### src/rtl/reg_bank_arbiter_pkg.sv
// Shared types, default sizes and round-robin pointer helper for reg_bank_arbiter.
// Pure declarations: no latency, no backpressure.
package reg_bank_arbiter_pkg;

    localparam int N_REQ_DEF      = 4;
    localparam int DATA_WIDTH_DEF = 2;
    localparam int ADDR_WIDTH_DEF = 2;

    typedef enum logic {
        IDLE  = 1'b0,
        WRITE = 1'b1
    } state_t;

    // Pointer after serving index cur: one past the winner, wrapping at n.
    function automatic int unsigned rr_next(input int unsigned cur, input int unsigned n);
        return (cur + 1 >= n) ? 0 : cur + 1;
    endfunction

endpackage

### src/rtl/reg_bank_arbiter_if.sv
// Requester write bus plus read port of the shared register bank.
// Level req held until a one-cycle ack; read port is combinational.
interface reg_bank_arbiter_if
    import reg_bank_arbiter_pkg::*;
#(
    parameter int N_REQ      = N_REQ_DEF,
    parameter int DATA_WIDTH = DATA_WIDTH_DEF,
    parameter int ADDR_WIDTH = ADDR_WIDTH_DEF
);
    localparam int GW = (N_REQ > 1) ? $clog2(N_REQ) : 1;

    logic [N_REQ-1:0]            req;
    logic [N_REQ*ADDR_WIDTH-1:0] wr_addr;
    logic [N_REQ*DATA_WIDTH-1:0] wr_data;
    logic [N_REQ-1:0]            ack;
    logic                        busy;
    logic [GW-1:0]               grant_id;
    logic [ADDR_WIDTH-1:0]       rd_addr;
    logic [DATA_WIDTH-1:0]       rd_data;

    modport master (
        output req, wr_addr, wr_data, rd_addr,
        input  ack, busy, grant_id, rd_data
    );

    modport slave (
        input  req, wr_addr, wr_data, rd_addr,
        output ack, busy, grant_id, rd_data
    );

endinterface

### src/rtl/reg_bank_arbiter_rr_pick.sv
// Combinational round-robin selector: first set req bit at or after ptr, wrapping.
// Zero latency; no backpressure (valid is simply any request present).
module rr_pick #(
    parameter int N  = 4,
    parameter int GW = (N > 1) ? $clog2(N) : 1
) (
    input  logic [N-1:0]  req,
    input  logic [GW-1:0] ptr,
    output logic          valid,
    output logic [GW-1:0] winner
);

    int          s;
    logic [GW-1:0] idx;

    // Scan from the farthest offset down so the nearest hit to ptr wins last.
    always_comb begin
        winner = '0;
        s      = 0;
        idx    = '0;
        for (int k = N - 1; k >= 0; k--) begin
            s = int'(ptr) + k;
            if (s >= N) s = s - N;
            idx = GW'(s);
            if (req[idx]) winner = idx;
        end
    end

    assign valid = |req;

endmodule

### src/rtl/reg_bank_arbiter.sv
// Round-robin arbitrated writes into a small register bank; grant edge then commit edge.
// One write per two cycles; losers hold req with ack low until served.
module reg_bank_arbiter
    import reg_bank_arbiter_pkg::*;
#(
    parameter int N_REQ      = N_REQ_DEF,
    parameter int DATA_WIDTH = DATA_WIDTH_DEF,
    parameter int ADDR_WIDTH = ADDR_WIDTH_DEF
) (
    input  logic               clk,
    input  logic               rst,
    reg_bank_arbiter_if.slave  bus
);

    localparam int GW   = (N_REQ > 1) ? $clog2(N_REQ) : 1;
    localparam int NREG = 1 << ADDR_WIDTH;

    state_t                 state_q, state_d;
    logic [GW-1:0]          ptr_q;
    logic [GW-1:0]          grant_q;
    logic [GW-1:0]          winner;
    logic                   win_vld;
    logic [ADDR_WIDTH-1:0]  addr_q;
    logic [DATA_WIDTH-1:0]  data_q;
    logic [DATA_WIDTH-1:0]  bank_q [NREG];
    logic [NREG-1:0]        ld_en;

    rr_pick #(
        .N  (N_REQ),
        .GW (GW)
    ) u_pick (
        .req    (bus.req),
        .ptr    (ptr_q),
        .valid  (win_vld),
        .winner (winner)
    );

    always_ff @(posedge clk or negedge rst) begin
        if (!rst) state_q <= IDLE;
        else      state_q <= state_d;
    end

    always_comb begin
        state_d = state_q;
        case (state_q)
            IDLE:    if (win_vld) state_d = WRITE;
            WRITE:   state_d = IDLE;
            default: state_d = IDLE;
        endcase
    end

    always_comb begin
        bus.busy = (state_q == WRITE);
        bus.ack  = '0;
        if (state_q == WRITE) bus.ack[grant_q] = 1'b1;
    end

    assign bus.grant_id = grant_q;

    // Address/data are snapshotted at the grant so the requester may change them during WRITE.
    always_ff @(posedge clk or negedge rst) begin
        if (!rst) begin
            ptr_q   <= '0;
            grant_q <= '0;
            addr_q  <= '0;
            data_q  <= '0;
        end else if (state_q == IDLE && win_vld) begin
            grant_q <= winner;
            addr_q  <= bus.wr_addr[int'(winner)*ADDR_WIDTH +: ADDR_WIDTH];
            data_q  <= bus.wr_data[int'(winner)*DATA_WIDTH +: DATA_WIDTH];
        end else if (state_q == WRITE) begin
            ptr_q <= GW'(rr_next(32'(grant_q), N_REQ));
        end
    end

    for (genvar r = 0; r < NREG; r++) begin : g_bank
        assign ld_en[r] = (state_q == WRITE) && (addr_q == ADDR_WIDTH'(r));

        always_ff @(posedge clk or negedge rst) begin
            if (!rst)          bank_q[r] <= '0;
            else if (ld_en[r]) bank_q[r] <= data_q;
        end
    end

    // No write bypass: a read of the address being committed sees the old value.
    assign bus.rd_data = bank_q[bus.rd_addr];

endmodule

### src/flat_wrapper.sv
// flat-port wrapper written by rule: the top's interface ports become plain ports
module reg_bank_arbiter_flat import reg_bank_arbiter_pkg::*;
#(
    parameter int N_REQ      = N_REQ_DEF,
    parameter int DATA_WIDTH = DATA_WIDTH_DEF,
    parameter int ADDR_WIDTH = ADDR_WIDTH_DEF
)
  (clk, rst, bus_req, bus_wr_addr, bus_wr_data, bus_rd_addr, bus_ack, bus_busy, bus_grant_id, bus_rd_data);
  reg_bank_arbiter_if #(.N_REQ(N_REQ), .DATA_WIDTH(DATA_WIDTH), .ADDR_WIDTH(ADDR_WIDTH)) bus_i ();
  input  logic clk;
  input  logic rst;
  input wire logic [$bits(bus_i.req)-1:0] bus_req;
  input wire logic [$bits(bus_i.wr_addr)-1:0] bus_wr_addr;
  input wire logic [$bits(bus_i.wr_data)-1:0] bus_wr_data;
  input wire logic [$bits(bus_i.rd_addr)-1:0] bus_rd_addr;
  output wire logic [$bits(bus_i.ack)-1:0] bus_ack;
  output wire logic [$bits(bus_i.busy)-1:0] bus_busy;
  output wire logic [$bits(bus_i.grant_id)-1:0] bus_grant_id;
  output wire logic [$bits(bus_i.rd_data)-1:0] bus_rd_data;
  assign bus_i.req = bus_req;
  assign bus_i.wr_addr = bus_wr_addr;
  assign bus_i.wr_data = bus_wr_data;
  assign bus_i.rd_addr = bus_rd_addr;
  assign bus_ack = bus_i.ack;
  assign bus_busy = bus_i.busy;
  assign bus_grant_id = bus_i.grant_id;
  assign bus_rd_data = bus_i.rd_data;
  reg_bank_arbiter #(.N_REQ(N_REQ), .DATA_WIDTH(DATA_WIDTH), .ADDR_WIDTH(ADDR_WIDTH)) u_core (.clk(clk), .rst(rst), .bus(bus_i));
endmodule
### config.mk
export PLATFORM = sky130hd
export DESIGN_NAME = reg_bank_arbiter_flat
export DESIGN_NICKNAME = d
export VERILOG_FILES = /design/src/rtl/reg_bank_arbiter_pkg.sv /design/src/rtl/reg_bank_arbiter_if.sv /design/src/rtl/reg_bank_arbiter_rr_pick.sv /design/src/rtl/reg_bank_arbiter.sv /design/src/flat_wrapper.sv
export SDC_FILE = /design/constraint.sdc
export NUM_CORES = 1
export LEC_CHECK = 0
export CAP_MARGIN = 20
export CORE_ASPECT_RATIO = 0.8
export CORE_MARGIN = 4
export CORE_UTILIZATION = 47
export CTS_CLUSTER_SIZE = 28
export DETAILED_ROUTE_END_ITERATION = 8
export PLACE_DENSITY = 0.83
export SYNTH_ARGS = -nofsm -noshare
export SYNTH_HDL_FRONTEND = slang
export SYNTH_SLANG_ARGS = --single-unit
### constraint.sdc
create_clock -name clk -period 2.7 [get_ports clk]
set_input_delay 0.54 -clock clk [delete_from_list [all_inputs] [get_ports clk]]
set_output_delay 0.54 -clock clk [all_outputs]
set_load 0.02 [all_outputs]
# Yosys cells after proc, flatten, opt, wreduce, memory -nomap -nowiden
# Cells that the tools add are included.
# word_totals
register_bits	17
input_bits	24
output_inout_bits	9
elab_cells	71
# classes
addsub	8
n_lt_le_gt_ge	12
n_eq_ne	3
shift	2
n_mux	25
n_bitwise	3
n_reduce_logical	9
# ops
cell	n
2-bit two-way mux	11
8-bit by 4-bit indexed part select with 2-bit output	2
3-bit greater-or-equal comparator, second input constant	5
2-bit by 3-bit less-than comparator with 1-bit output, second input constant	5
1-bit binary-select mux with 2-bit select	4
2-bit by 1-bit subtractor with 2-bit output, second input constant	4
2-bit by 1-bit adder with 3-bit output, second input constant	2
2-bit by 2-bit adder with 3-bit output, second input constant	2
1-bit logical AND	6
1-bit two-way mux	6
2-bit binary-select mux with 2-bit select	1
2-bit equality test, second input constant	2
4-bit two-way mux	1
4-bit OR reduction	1
2-bit by 3-bit greater-or-equal comparator with 1-bit output, second input constant	1
2-bit NOT with 3-bit output	1
1-bit demux with 2-bit select	1
2-bit by 1-bit equality test with 1-bit output, second input constant	1
2-bit by 1-bit greater-or-equal comparator with 1-bit output, second input constant	1
2-bit zero test	1
1-bit NOT	2
1-bit one-hot mux with 2 select lines	1
2-bit AND reduction	1

# Depth between registers and ports, before layout
# Gate-level depths: netlist of run 1.
# logic_depth
depth_word	10
mapped_depth	6

# Cells and area by module
# Synthesis of run 1 repeated with hierarchy kept, for this count alone.
# unflattened
hier_cells	70
area_unflattened_um2	962.2
# by_module_without_submodules
module	n_inst	cells_each	area_per_inst_um2	seq_area_each_um2
reg_bank_arbiter	1	57	884.6	425.4
rr_pick	1	13	77.6	0.0

# Worst setup path before layout of run 1
# No wires, ideal clock.
# synth_timing
path_kind	input port to output port
from	in bus_rd_addr[0]
to	out bus_rd_data[0]
arrival_time_ns	1.086
slack_ns	1.074
path_stages	1
path_buffers	0
path_cell_list	mux4_2
# synth_between
elab_chain_cells	4
# synth_lines
item	line_no	rtl
from (decl)	flat_wrapper.sv:15	input wire logic [$bits(bus_i.rd_addr)-1:0] bus_rd_addr;
2-bit NOT with 3-bit output (not written as such)	reg_bank_arbiter.sv:86	assign bus.rd_data = bank_q[bus.rd_addr];
2-bit binary-select mux with 2-bit select	reg_bank_arbiter.sv:86	
2-bit two-way mux (not written as such) (2 in series)	reg_bank_arbiter.sv:86	
to (decl)	flat_wrapper.sv:19	output wire logic [$bits(bus_i.rd_data)-1:0] bus_rd_data;
# Every way passes these cells. The select of a mux whose other input is x is not followed.

# Worst setup path after layout of run 1
# Same ends and word-level chain as after synthesis.

==> reports/metrics.csv, run 1 <==
stage,metric,value,unit
status,status,finished clean,
floorplan,starting density of the core,50.0,%
synthesis,synth warn,0,
worst_setup_path,arrival time reported for the critical path endpoint,1.80,ns
drt,number of iterations in the first detailed-routing pass,4,
global_routing,vias in the first global route,796,
worst_setup_path,kind of end point of the critical path,primary output,
drt,number of DRC markers in iteration 0,22,
placed_design,half-perimeter wire length after placement,1.71,mm
synthesis,nets in the synthesized netlist,112,
floorplan,overall die height,48.1,um
cts,clk sink count,17,
cts,buffer levels on the longest clock path,2,
layout,number of antenna diodes,0,
sta,number of slew-limit violations in the final report,0,
sta,Max transition margin,50.5,%
power,pwr/cell area,912,mW/mm2
cts,clock latency at the later pin of the worst-skew pair,0.29,ns
layout,most common library cell in the layout ignoring fill and taps,sky130_fd_sc_hd__clkdlybuf4s50_1,
layout,"top library cells by usage in the layout, fill and taps aside","sky130_fd_sc_hd__clkdlybuf4s50_1, sky130_fd_sc_hd__dfrtp_1, sky130_fd_sc_hd__mux2_2, sky130_fd_sc_hd__mux2i_1, sky130_fd_sc_hd__nand2_1",
synthesis,"EDFF count, synth",0,
sta,actual transition at the worst max-transition pin,0.740,ns
cts,number of levels the H-tree was split into,1,
cts,number of clock buffers inserted by TritonCTS,3,
global_routing,wire length of the first global-routing pass,3.49,mm
drt,remaining number of nets flagged by the antenna check after routing,0,
sta,unrepaired setup endpoints after global routing,no,
worst_hold_path,class of the most critical hold timing path,reg -> reg,
floorplan,full die area,0.00280,mm2
layout,share of post-route cells with drive strength above 1,15.1,%
placed_design,PortBufs,32,
global_routing,total global-route track usage,16.6,%
global_routing,maximum number of pins on one net before global-route repair,18,
synthesis,most used flip-flop cell after synthesis,sky130_fd_sc_hd__dfrtp_1,
cts,clock transition at the register clock pins on the worst setup and hold paths after CTS,0.10,ns
synthesis,"Cell Area, Synth",946,um2
job,MaxCap Viol Count,0,
sta,endpoints failing hold,0,
floorplan,number of ports placed on the die boundary,33,
drt,length of routed met2 wiring,1.07,mm
placed_design,final estimated routing congestion in global placement,0.818,
drt,met3 wirelength from detailed routing,115,um
synthesis,number of cells produced by synthesis,84,
floorplan,floorplan die width,58.2,um
layout,layout filler cell count,148,
synthesis,unique cell type count in the Yosys netlist,22,
drt,highest routed metal layer,met4,
global_routing,total congestion overflow,0,
power,Max VDD drop,0.490,mV
sta,total setup violations reported at the end of the flow,0,
cts,Post-CTS Setup Inserts,0,
layout,area used by multi-input combinational logic,489,um2
drt,via/cell ratio,5.47,
floorplan,FP Rows,14,
layout,net count reported at finish,148,
sta,Final Critical Period,2.34,ns
layout,area growth from synthesis to final layout,40.3,%
drt,Total Wirelength,2.11,mm
sta,TNS Setup,0,ns
synthesis,average footprint of a synthesized cell,11.3,um2
synthesis,asr flop ratio synth,100,%
worst_setup_path,CP Data Required Time,2.16,ns
sta,final period utilization,86.5,%
worst_setup_path,element type at the critical path start,input port,
synthesis,part of the Yosys area used for sequential elements,45.0,%
worst_setup_path,category of the critical setup timing path,in -> out,
cts,CTS tree,built,
drt,drt wl/cell,14.7,um
power,reported leakage power,0.615,nW
drt,Post-Route M1 WL,902,um
layout,combined flip-flop and latch cell area,425,um2
cts,clock tree root buffer cell,sky130_fd_sc_hd__clkbuf_4,
floorplan,Core Footprint,0.00189,mm2
synthesis,number of synthesized register bits,17,
sta,hold slack final,0.511,ns
sta,Fmax,428,MHz
worst_setup_path,largest fanout on the critical path,2,
global_routing,number of antenna violations at the first check in global routing,0,
drt,residual DRC count,0,
drt,total vias in the final route,782,
sta,maximum clock skew at final layout,0.00264,ns
routing by layer:
layer	global-route usage, %	up-vias
met3	1.59	4
met4	6.48	0
met1	19.6	377
met2	32.2	30
met5	0	-
li1	-	371
worst paths after layout:
| path | startpoint | endpoint | slack, ns | cells after the start |
|---|---|---|---|---|
| hold reg to reg | u_core.bank_q[0] | u_core.bank_q[0] | 0.51 | 1 |
| max in group asynchronous | rst | u_core.bank_q[5] | 1.57 | 1 |
| min in group asynchronous | rst | u_core.bank_q[6] | 0.67 | 1 |
| setup / recovery | bus_rd_addr[0] | bus_rd_data[0] | 0.36 | 3 |
| hold / removal | u_core.bank_q[0] | u_core.bank_q[0] | 0.51 | 1 |
| setup reg to reg | u_core.ptr_q[0] | u_core.addr_q[1] | 1.20 | 5 |
cells by family after synthesis:
logic type | after synthesis | share of synthesized area [%]
AO/OA/AOI/OAI | 15 | 10.7
buffers and inverters | 8 | 3.31
flip-flops | 17 | 45.0
multiplexers | 19 | 23.9
AND/OR/NAND/NOR | 21 | 11.8
adder cells (fa/ha/maj) | 4 | 5.29
synthesized netlist by cell type, drive strengths merged, types with 2 or more instances:
master  number  share of area (%)
dfrtp       17                 45
mux2         9                 11
mux2i        8                8.5
nand2        7                2.8
inv          6                2.4
a21oi        4                2.1
and2         4                2.6
ha           4                5.3
o21ai        4                2.1
o221ai       4                3.7
nor2         3                1.2
mux4         2                4.8
nand2b       2                1.3
nand3b       2                1.6
sequential cells by signal (all words and copies together), names as in the netlist:
register and count:
u_core.bus.grant_id 2, u_core.data_q 2, u_core.bank_q 8, u_core.ptr_q 2, u_core.addr_q 2, u_core.bus.busy 1
stage by stage:
stage               power [mW]  utilization, %  setup slack, ns  instances  instance area (um2)
finish                    1.21            70.2            0.364        143                 1330
global route              1.29            70.2            0.327        143                 1330
CTS                       1.22            69.9          0.00939        143                 1320
detailed placement        1.08            68.5           0.0147        139                 1290
global placement          1.04            68.5           0.0514        139                 1290
floorplan                0.839               -             1.07         84                  946
power by group:
part | switching (mW) | internal, mW
logic | 0.255 | 0.321
clock network | 0.0837 | 0.0552
registers | 0.122 | 0.374
total | 0.460 | 0.750
worst max-delay path, stage by stage:
cell and delay, ns:
sky130_fd_sc_hd__clkdlybuf4s50_1 0.52, sky130_fd_sc_hd__mux4_2 0.51, sky130_fd_sc_hd__dlymetal6s2s_1 0.22
layout make-up:
class	instances	area share (%)
clock buffer	3	1.70
clock inverter	1	0.377
timing repair buffer	33	25.1
tap	24	2.26
multi-input combinational	59	36.9
sequential	17	32.0
inverter	6	1.70
what timing repair did:
| action | 4_1_cts | 5_1_grt |
|---|---|---|
| endpoints found under the setup margin | 0 | 2 |
| hold buffers | 0 | 0 |
| resized for setup | 0 | 2 |
Power figures use the tool's default switching activity.
==> run 2, diff against run 1 <==
Settings changed: CORE_MARGIN 4 to 2, SKIP_CTS_REPAIR_TIMING from default to 1.
==> run 2 against run 1 <==
Effect of this change: hold slack lost 0.00083 ns; clock-buffer cell count increased by 1; sequential share of layout area rose by 0.15 points; final area shrank 0.47%; largest power group unchanged; sequential cell count stayed put; global-route usage increased by 3.8 points; combinational power is 2% higher; clock power about the same; final cell count stayed put; non-clock buffer count unchanged; routed wire length decreased by 0.66%; largest cell class unchanged; highest routed layer unchanged.
==> reports/metrics.csv, run 2 (synthesis gave the netlist of run 1 again) <==
stage,metric,value,unit,change
status,status,finished clean,,
sta,TNS Setup,0,ns,unchanged
global_routing,vias in the first global route,813,,+2.1%
layout,number of antenna diodes,0,,unchanged
cts,CTS tree,built,,
worst_setup_path,cell chain of the critical path,"clkdlybuf4s50_1, mux4_2, clkdlybuf4s50_1",,
floorplan,number of ports placed on the die boundary,33,,unchanged
placed_design,half-perimeter wire length after placement,1.71,mm,about the same
layout,most common library cell in the layout ignoring fill and taps,sky130_fd_sc_hd__clkdlybuf4s50_1,,
cts,clock tree root buffer cell,sky130_fd_sc_hd__clkbuf_4,,
floorplan,FP Rows,14,,unchanged
worst_setup_path,arrival time reported for the critical path endpoint,2.12,ns,+0.32 ns
drt,via/cell ratio,5.49,,+0.38%
sta,actual transition at the worst max-transition pin,0.729,ns,-0.0113 ns
floorplan,Core Footprint,0.00189,mm2,unchanged
job,MaxCap Viol Count,0,,unchanged
global_routing,total congestion overflow,0,,unchanged
global_routing,maximum number of pins on one net before global-route repair,18,,unchanged
worst_setup_path,largest fanout on the critical path,2,,unchanged
layout,Largest register FFs,8,,unchanged
power,Seq pwr share,40.3,%,-0.7 points
cts,number of levels the H-tree was split into,1,,unchanged
layout,area used by multi-input combinational logic,489,um2,unchanged
sta,Max transition margin,51.3,%,+0.75 points
layout,combined flip-flop and latch cell area,425,um2,unchanged
worst_setup_path,CP Data Required Time,2.16,ns,about the same
worst_setup_path,"slowest stage cell, crit path",sky130_fd_sc_hd__clkdlybuf4s50_1,,
power,switching share of power,37.6,%,-0.48 points
sta,maximum clock skew at final layout,0.00153,ns,-0.00111 ns
worst_setup_path,Max stage delay on crit path,0.56,ns,+0.04 ns
placed_design,final estimated routing congestion in global placement,0.774,,-5.5%
worst_setup_path,kind of end point of the critical path,primary output,,
cts,clk sink count,17,,unchanged
sta,Final Critical Period,2.66,ns,+0.323 ns
sta,final period utilization,98.5,%,+12 points
drt,number of DRC markers in iteration 0,18,,-18%
sta,unrepaired setup endpoints after global routing,no,,
layout,net count reported at finish,148,,unchanged
global_routing,number of antenna violations at the first check in global routing,0,,unchanged
worst_setup_path,most frequent CP cell,sky130_fd_sc_hd__clkdlybuf4s50_1,,
power,reported leakage power,0.588,nW,-4.4%
placed_design,PortBufs,32,,unchanged
layout,share of post-route cells with drive strength above 1,14.3,%,-0.84 points
worst_setup_path,Top delay family on crit path,buffers and inverters,,
power,total design power,1.21,mW,+0.18%
worst_setup_path,category of the critical setup timing path,in -> out,,
sta,total setup violations reported at the end of the flow,0,,unchanged
floorplan,starting density of the core,50.0,%,unchanged
global_routing,total global-route track usage,20.3,%,+3.8 points
power,pwr/cell area,918,mW/mm2,+0.65%
layout,"Most flops, register",u_core.bank_q,,
drt,residual DRC count,0,,unchanged
power,Gate power share,48.4,%,+0.9 points
layout,Final Non-Filler Cells,143,,unchanged
layout,layout filler cell count,148,,unchanged
power,Max VDD drop,0.571,mV,+17%
drt,Total Wirelength,2.09,mm,-0.66%
cts,buffer levels on the longest clock path,2,,unchanged
cts,number of clock buffers inserted by TritonCTS,3,,unchanged
drt,remaining number of nets flagged by the antenna check after routing,0,,unchanged
sta,endpoints failing hold,0,,unchanged
drt,total vias in the final route,785,,+0.38%
floorplan,full die area,0.00239,mm2,-15%
global_routing,wire length of the first global-routing pass,3.48,mm,-0.20%
cts,clock transition at the register clock pins on the worst setup and hold paths after CTS,0.10,ns,about the same
worst_setup_path,element type at the critical path start,input port,,
sta,Fmax,376,MHz,-12%
worst_setup_path,CP Buf/Inv Count,2,,unchanged
sta,number of slew-limit violations in the final report,0,,unchanged
worst_hold_path,class of the most critical hold timing path,reg -> reg,,
floorplan,overall die height,44.1,um,-8.3%
power,internal power,757,uW,+0.95%
drt,drt wl/cell,14.6,um,-0.66%
cts,clock latency at the later pin of the worst-skew pair,0.29,ns,about the same
placed_design,number of placed cells counting well taps,139,,unchanged
floorplan,floorplan die width,54.2,um,-6.9%
power,switching power,455,uW,-1.1%
layout,area growth from synthesis to final layout,39.7,%,
drt,number of iterations in the first detailed-routing pass,4,,unchanged
layout,"top library cells by usage in the layout, fill and taps aside","sky130_fd_sc_hd__clkdlybuf4s50_1, sky130_fd_sc_hd__dfrtp_1, sky130_fd_sc_hd__mux2_2, sky130_fd_sc_hd__mux2i_1, sky130_fd_sc_hd__nand2_1",,
power,proportion of power drawn by the clock network,11.3,%,-0.2 points
run 2: path summary, 6_finish.rpt:
path	startpoint	to	slack, ns	cells after the start
worst max-delay path	bus_rd_addr[0]	bus_rd_data[1]	0.04	3
worst min-delay path	u_core.bank_q[3]	u_core.bank_q[3]	0.51	1
worst max register to register	u_core.ptr_q[1]	u_core.addr_q[0]	1.11	6
worst min register to register	u_core.bank_q[3]	u_core.bank_q[3]	0.51	1
max in group asynchronous	rst	u_core.ptr_q[0]	1.57	1
min in group asynchronous	rst	u_core.bank_q[6]	0.67	1
run 2: cell type report:
class / instances / area share [%]
multi-input cells: 59 / 37.0
flip-flops and latches: 17 / 32.2
repair buffers: 33 / 24.8
well taps: 24 / 2.27
clock buffers: 4 / 1.99
inverters: 6 / 1.70
run 2: metrics by stage:
step	hold WS [ns]	worst slack, ns	cell area (um2)	utilization, %
after global routing	0.535	0.00787	1320	69.8
final	0.510	0.0406	1320	69.8
after global placement	0.492	0.0521	1290	68.5
after CTS	0.511	0.0348	1320	69.8
after detailed placement	0.490	0.0389	1290	68.5
after floorplan	0.244	1.07	946	-
run 2: routing by layer:
layer	up-vias	global-route usage, %	share of wire [%]
met5	-	0	0
met4	0	8.00	1.1
met3	6	5.41	6.9
met2	43	34.9	52
met1	368	24.0	40
li1	368	-	-
run 2: power by group through the flow:
stage	clock (mW)	sequential [mW]	combinational, mW
final	0.137	0.489	0.587
after global routing	0.150	0.507	0.643
after detailed placement	0	0.494	0.588
after CTS	0.138	0.488	0.592
after global placement	0	0.485	0.563
after floorplan	0	0.470	0.368
==> run 3, diff against run 2 <==
Settings changed: ABC_AREA from default to 1, CORE_UTILIZATION 47 to 50, PLACE_DENSITY 0.83 to 0.82.
==> run 3 against run 2 <==
Effect of this change: setup slack improved by 0.12 ns; routed wire length rose by 30%; first-iteration DRC count up 78%; sequential power rose by 2%; global-route usage up 0.58 points; core utilization decreased by 3.4 points; die area rose by 21%; power rose by 37%; clock-buffer cell count shrank 1; hold slack got worse by 0.010 ns; sequential share of layout area down 5.6 points; clock power about the same; largest cell class unchanged.
==> reports/metrics.csv, run 3 <==
stage,metric,value,unit,change
synthesis,most used flip-flop cell after synthesis,sky130_fd_sc_hd__dfrtp_1,,
drt,total vias in the final route,1208,,+54%
layout,combined flip-flop and latch cell area,425,um2,unchanged
drt,number of DRC markers in iteration 0,32,,+14
worst_hold_path,start point of the worst min-delay path,u_core.data_q[1],,
worst_setup_path,worst reg-to-reg setup slack,0.60,ns,-0.51 ns
floorplan,number of ports placed on the die boundary,33,,unchanged
synthesis,asr flop ratio synth,100,%,unchanged
power,Max VDD drop,0.615,mV,+7.7%
synthesis,Yosys top cell area share,34.5,%,-10 points
cts,clock latency at the later pin of the worst-skew pair,0.30,ns,about the same
sta,endpoints failing hold,0,,unchanged
sta,Max transition margin,48.3,%,-3.0 points
sta,unrepaired setup endpoints after global routing,no,,
sta,TNS Setup,0,ns,unchanged
worst_setup_path,CP Buf/Inv Count,2,,unchanged
power,reported leakage power,0.853,nW,+45%
cts,clock transition at the register clock pins on the worst setup and hold paths after CTS,0.10,ns,about the same
floorplan,floorplan die width,59.5,um,+9.9%
floorplan,starting density of the core,51.4,%,+1.4 points
worst_hold_path,class of the most critical hold timing path,reg -> reg,,
layout,share of post-route cells with drive strength above 1,12.8,%,-1.5 points
worst_setup_path,terminus of the critical flop-to-flop path,u_core.data_q[0],,
drt,remaining number of nets flagged by the antenna check after routing,0,,unchanged
layout,number of antenna diodes,0,,unchanged
synthesis,nets in the synthesized netlist,205,,+83%
worst_setup_path,largest fanout on the critical path,5,,+3
worst_setup_path,Top delay family on crit path,buffers and inverters,,
global_routing,number of antenna violations at the first check in global routing,0,,unchanged
cts,CTS tree,built,,
layout,area used by multi-input combinational logic,647,um2,+32%
floorplan,full die area,0.00288,mm2,+21%
drt,via/cell ratio,5.08,,-7.5%
job,MaxCap Viol Count,0,,unchanged
drt,number of iterations in the first detailed-routing pass,4,,unchanged
sta,hold slack final,0.499,ns,-0.0103 ns
sta,total setup violations reported at the end of the flow,0,,unchanged
cts,clk sink count,17,,unchanged
synthesis,largest cells by area after synthesis,"sky130_fd_sc_hd__dfrtp_1, sky130_fd_sc_hd__nand2_1, sky130_fd_sc_hd__inv_1",,
sta,actual transition at the worst max-transition pin,0.773,ns,+0.0443 ns
layout,net count reported at finish,240,,+62%
global_routing,vias in the first global route,1162,,+43%
floorplan,FP Rows,16,,+2
worst_hold_path,Hold EP,u_core.data_q[1],,
cts,clock tree root buffer cell,sky130_fd_sc_hd__clkbuf_4,,
worst_setup_path,worst reg2reg startpoint,u_core.ptr_q[0],,
sta,Fmax,394,MHz,+4.7%
sta,Final Critical Period,2.54,ns,-0.120 ns
worst_setup_path,cell chain of the critical path,"clkdlybuf4s50_1, o21ai_0, o22ai_1, clkdlybuf4s50_1",,
drt,Total Wirelength,2.71,mm,+30%
layout,end-of-flow core utilization,66.5,%,-3.4 points
worst_setup_path,category of the critical setup timing path,in -> out,,
synthesis,"Cell Area, Synth",0.00123,mm2,+30%
placed_design,placed standard-cell area,0.00157,mm2,+21%
cts,number of clock buffers inserted by TritonCTS,3,,unchanged
layout,Largest register FFs,8,,unchanged
worst_setup_path,element type at the critical path start,input port,,
placed_design,PortBufs,32,,unchanged
global_routing,total congestion overflow,0,,unchanged
synthesis,"EDFF count, synth",0,,unchanged
worst_setup_path,"slowest stage cell, crit path",sky130_fd_sc_hd__clkdlybuf4s50_1,,
synthesis,unique cell type count in the Yosys netlist,25,,+14%
worst_setup_path,Max stage delay on crit path,0.64,ns,+0.08 ns
global_routing,maximum number of pins on one net before global-route repair,18,,unchanged
drt,drt wl/cell,11.4,um,-22%
synthesis,number of cells produced by synthesis,177,,+110%
power,pwr/cell area,1040,mW/mm2,+13%
cts,number of levels the H-tree was split into,1,,unchanged
sta,number of slew-limit violations in the final report,0,,unchanged
worst_setup_path,kind of end point of the critical path,primary output,,
sta,maximum clock skew at final layout,0.00530,ns,+0.00377 ns
worst_setup_path,CP Data Required Time,2.16,ns,about the same
placed_design,number of placed cells counting well taps,234,,+68%
layout,post-route cell area,0.00160,mm2,+21%
cts,buffer levels on the longest clock path,2,,unchanged
worst_setup_path,most frequent CP cell,sky130_fd_sc_hd__clkdlybuf4s50_1,,
layout,most common library cell in the layout ignoring fill and taps,sky130_fd_sc_hd__nand2_1,,
layout,Final Non-Filler Cells,238,,+66%
sta,final period utilization,94.1,%,-4.4 points
synthesis,Commonest cells post-synth,"sky130_fd_sc_hd__nand2_1, sky130_fd_sc_hd__inv_1, sky130_fd_sc_hd__nand3_1",,
layout,"top library cells by usage in the layout, fill and taps aside","sky130_fd_sc_hd__nand2_1, sky130_fd_sc_hd__inv_1, sky130_fd_sc_hd__clkdlybuf4s50_1, sky130_fd_sc_hd__nand3_1, sky130_fd_sc_hd__dfrtp_1",,
layout,layout filler cell count,223,,+51%
floorplan,overall die height,48.4,um,+9.8%
floorplan,Core Footprint,0.00240,mm2,+27%
layout,"Most flops, register",u_core.bank_q,,
placed_design,half-perimeter wire length after placement,2.28,mm,+33%
worst_hold_path,count of cells along the worst hold path,2,,+1
synthesis,top cell type by total area after synthesis,sky130_fd_sc_hd__dfrtp_1,,
status,status,finished clean,,
global_routing,wire length of the first global-routing pass,4.77,mm,+37%
synthesis,most common cell in the synthesized netlist,sky130_fd_sc_hd__nand2_1,,
synthesis,number of synthesized register bits,17,,unchanged
placed_design,final estimated routing congestion in global placement,0.763,,-1.4%
synthesis,synth warn,0,,unchanged
synthesis,average footprint of a synthesized cell,6.97,um2,-38%
drt,residual DRC count,0,,unchanged
worst_setup_path,cell depth of the worst flop-to-flop path,10,,+4
layout,area growth from synthesis to final layout,29.4,%,
global_routing,total global-route track usage,20.9,%,+0.58 points
synthesis,part of the Yosys area used for sequential elements,34.5,%,-10 points
worst_setup_path,arrival time reported for the critical path endpoint,2.00,ns,-0.12 ns
==> run 3: metrics by stage <==
step	power, mW	setup slack, ns
3_5_place_dp	1.52	0.166
3_3_place_gp	1.47	0.244
6_report	1.66	0.160
2_1_floorplan	1.27	1.03
4_1_cts	1.66	0.165
5_1_grt	1.82	0.0562
==> run 3: worst max-delay path by stage <==
stage | from | slack, ns | to | cells past startpoint
floorplan | bus_req[0] | 1.03 | u_core.data_q[0] | 12
global placement | bus_rd_addr[0] | 0.24 | bus_rd_data[0] | 4
detailed placement | bus_rd_addr[0] | 0.17 | bus_rd_data[0] | 5
CTS | bus_rd_addr[0] | 0.16 | bus_rd_data[0] | 5
global route | bus_rd_addr[0] | 0.06 | bus_rd_data[0] | 5
finish | bus_rd_addr[0] | 0.16 | bus_rd_data[0] | 4
==> run 3: power breakdown <==
part | internal, mW | total [mW] | switching, mW | leakage [nW]
registers | 0.371 | 0.498 | 0.127 | 0.210
clock network | 0.0553 | 0.140 | 0.0852 | 0.0177
logic | 0.406 | 1.02 | 0.613 | 0.625
total | 0.832 | 1.66 | 0.824 | 0.853
==> run 3: area by class of cell <==
type	count	share of cell area, %
clock buffers	3	1.41
clock inverters	1	0.313
inverters	36	8.46
multi-input cells	121	40.5
flip-flops and latches	17	26.6
well taps	27	2.12
repair buffers	33	20.5
==> run 3: worst min-delay path, stage by stage, from the launching register on <==
cell and delay [ns]:
sky130_fd_sc_hd__dfrtp_1 0.36, sky130_fd_sc_hd__nand2_1 0.05, sky130_fd_sc_hd__nand2_1 0.06
==> run 3: routing by layer <==
metal	track usage (%)	vias up	part of all wire (%)
met3	2.41	2	4.3
met4	4.81	0	0.63
met1	26.1	549	45
met2	37.9	38	50
met5	0	-	0
li1	-	619	-
==> run 3: cells by family after synthesis <==
family,after synthesis,share of synthesized area [%]
adders and majority gates,4,4.06
AOI/OAI and AO/OA,23,10.8
DFF,17,34.5
and+or+nand+nor,94,37.6
buffers and inverters,39,13.1
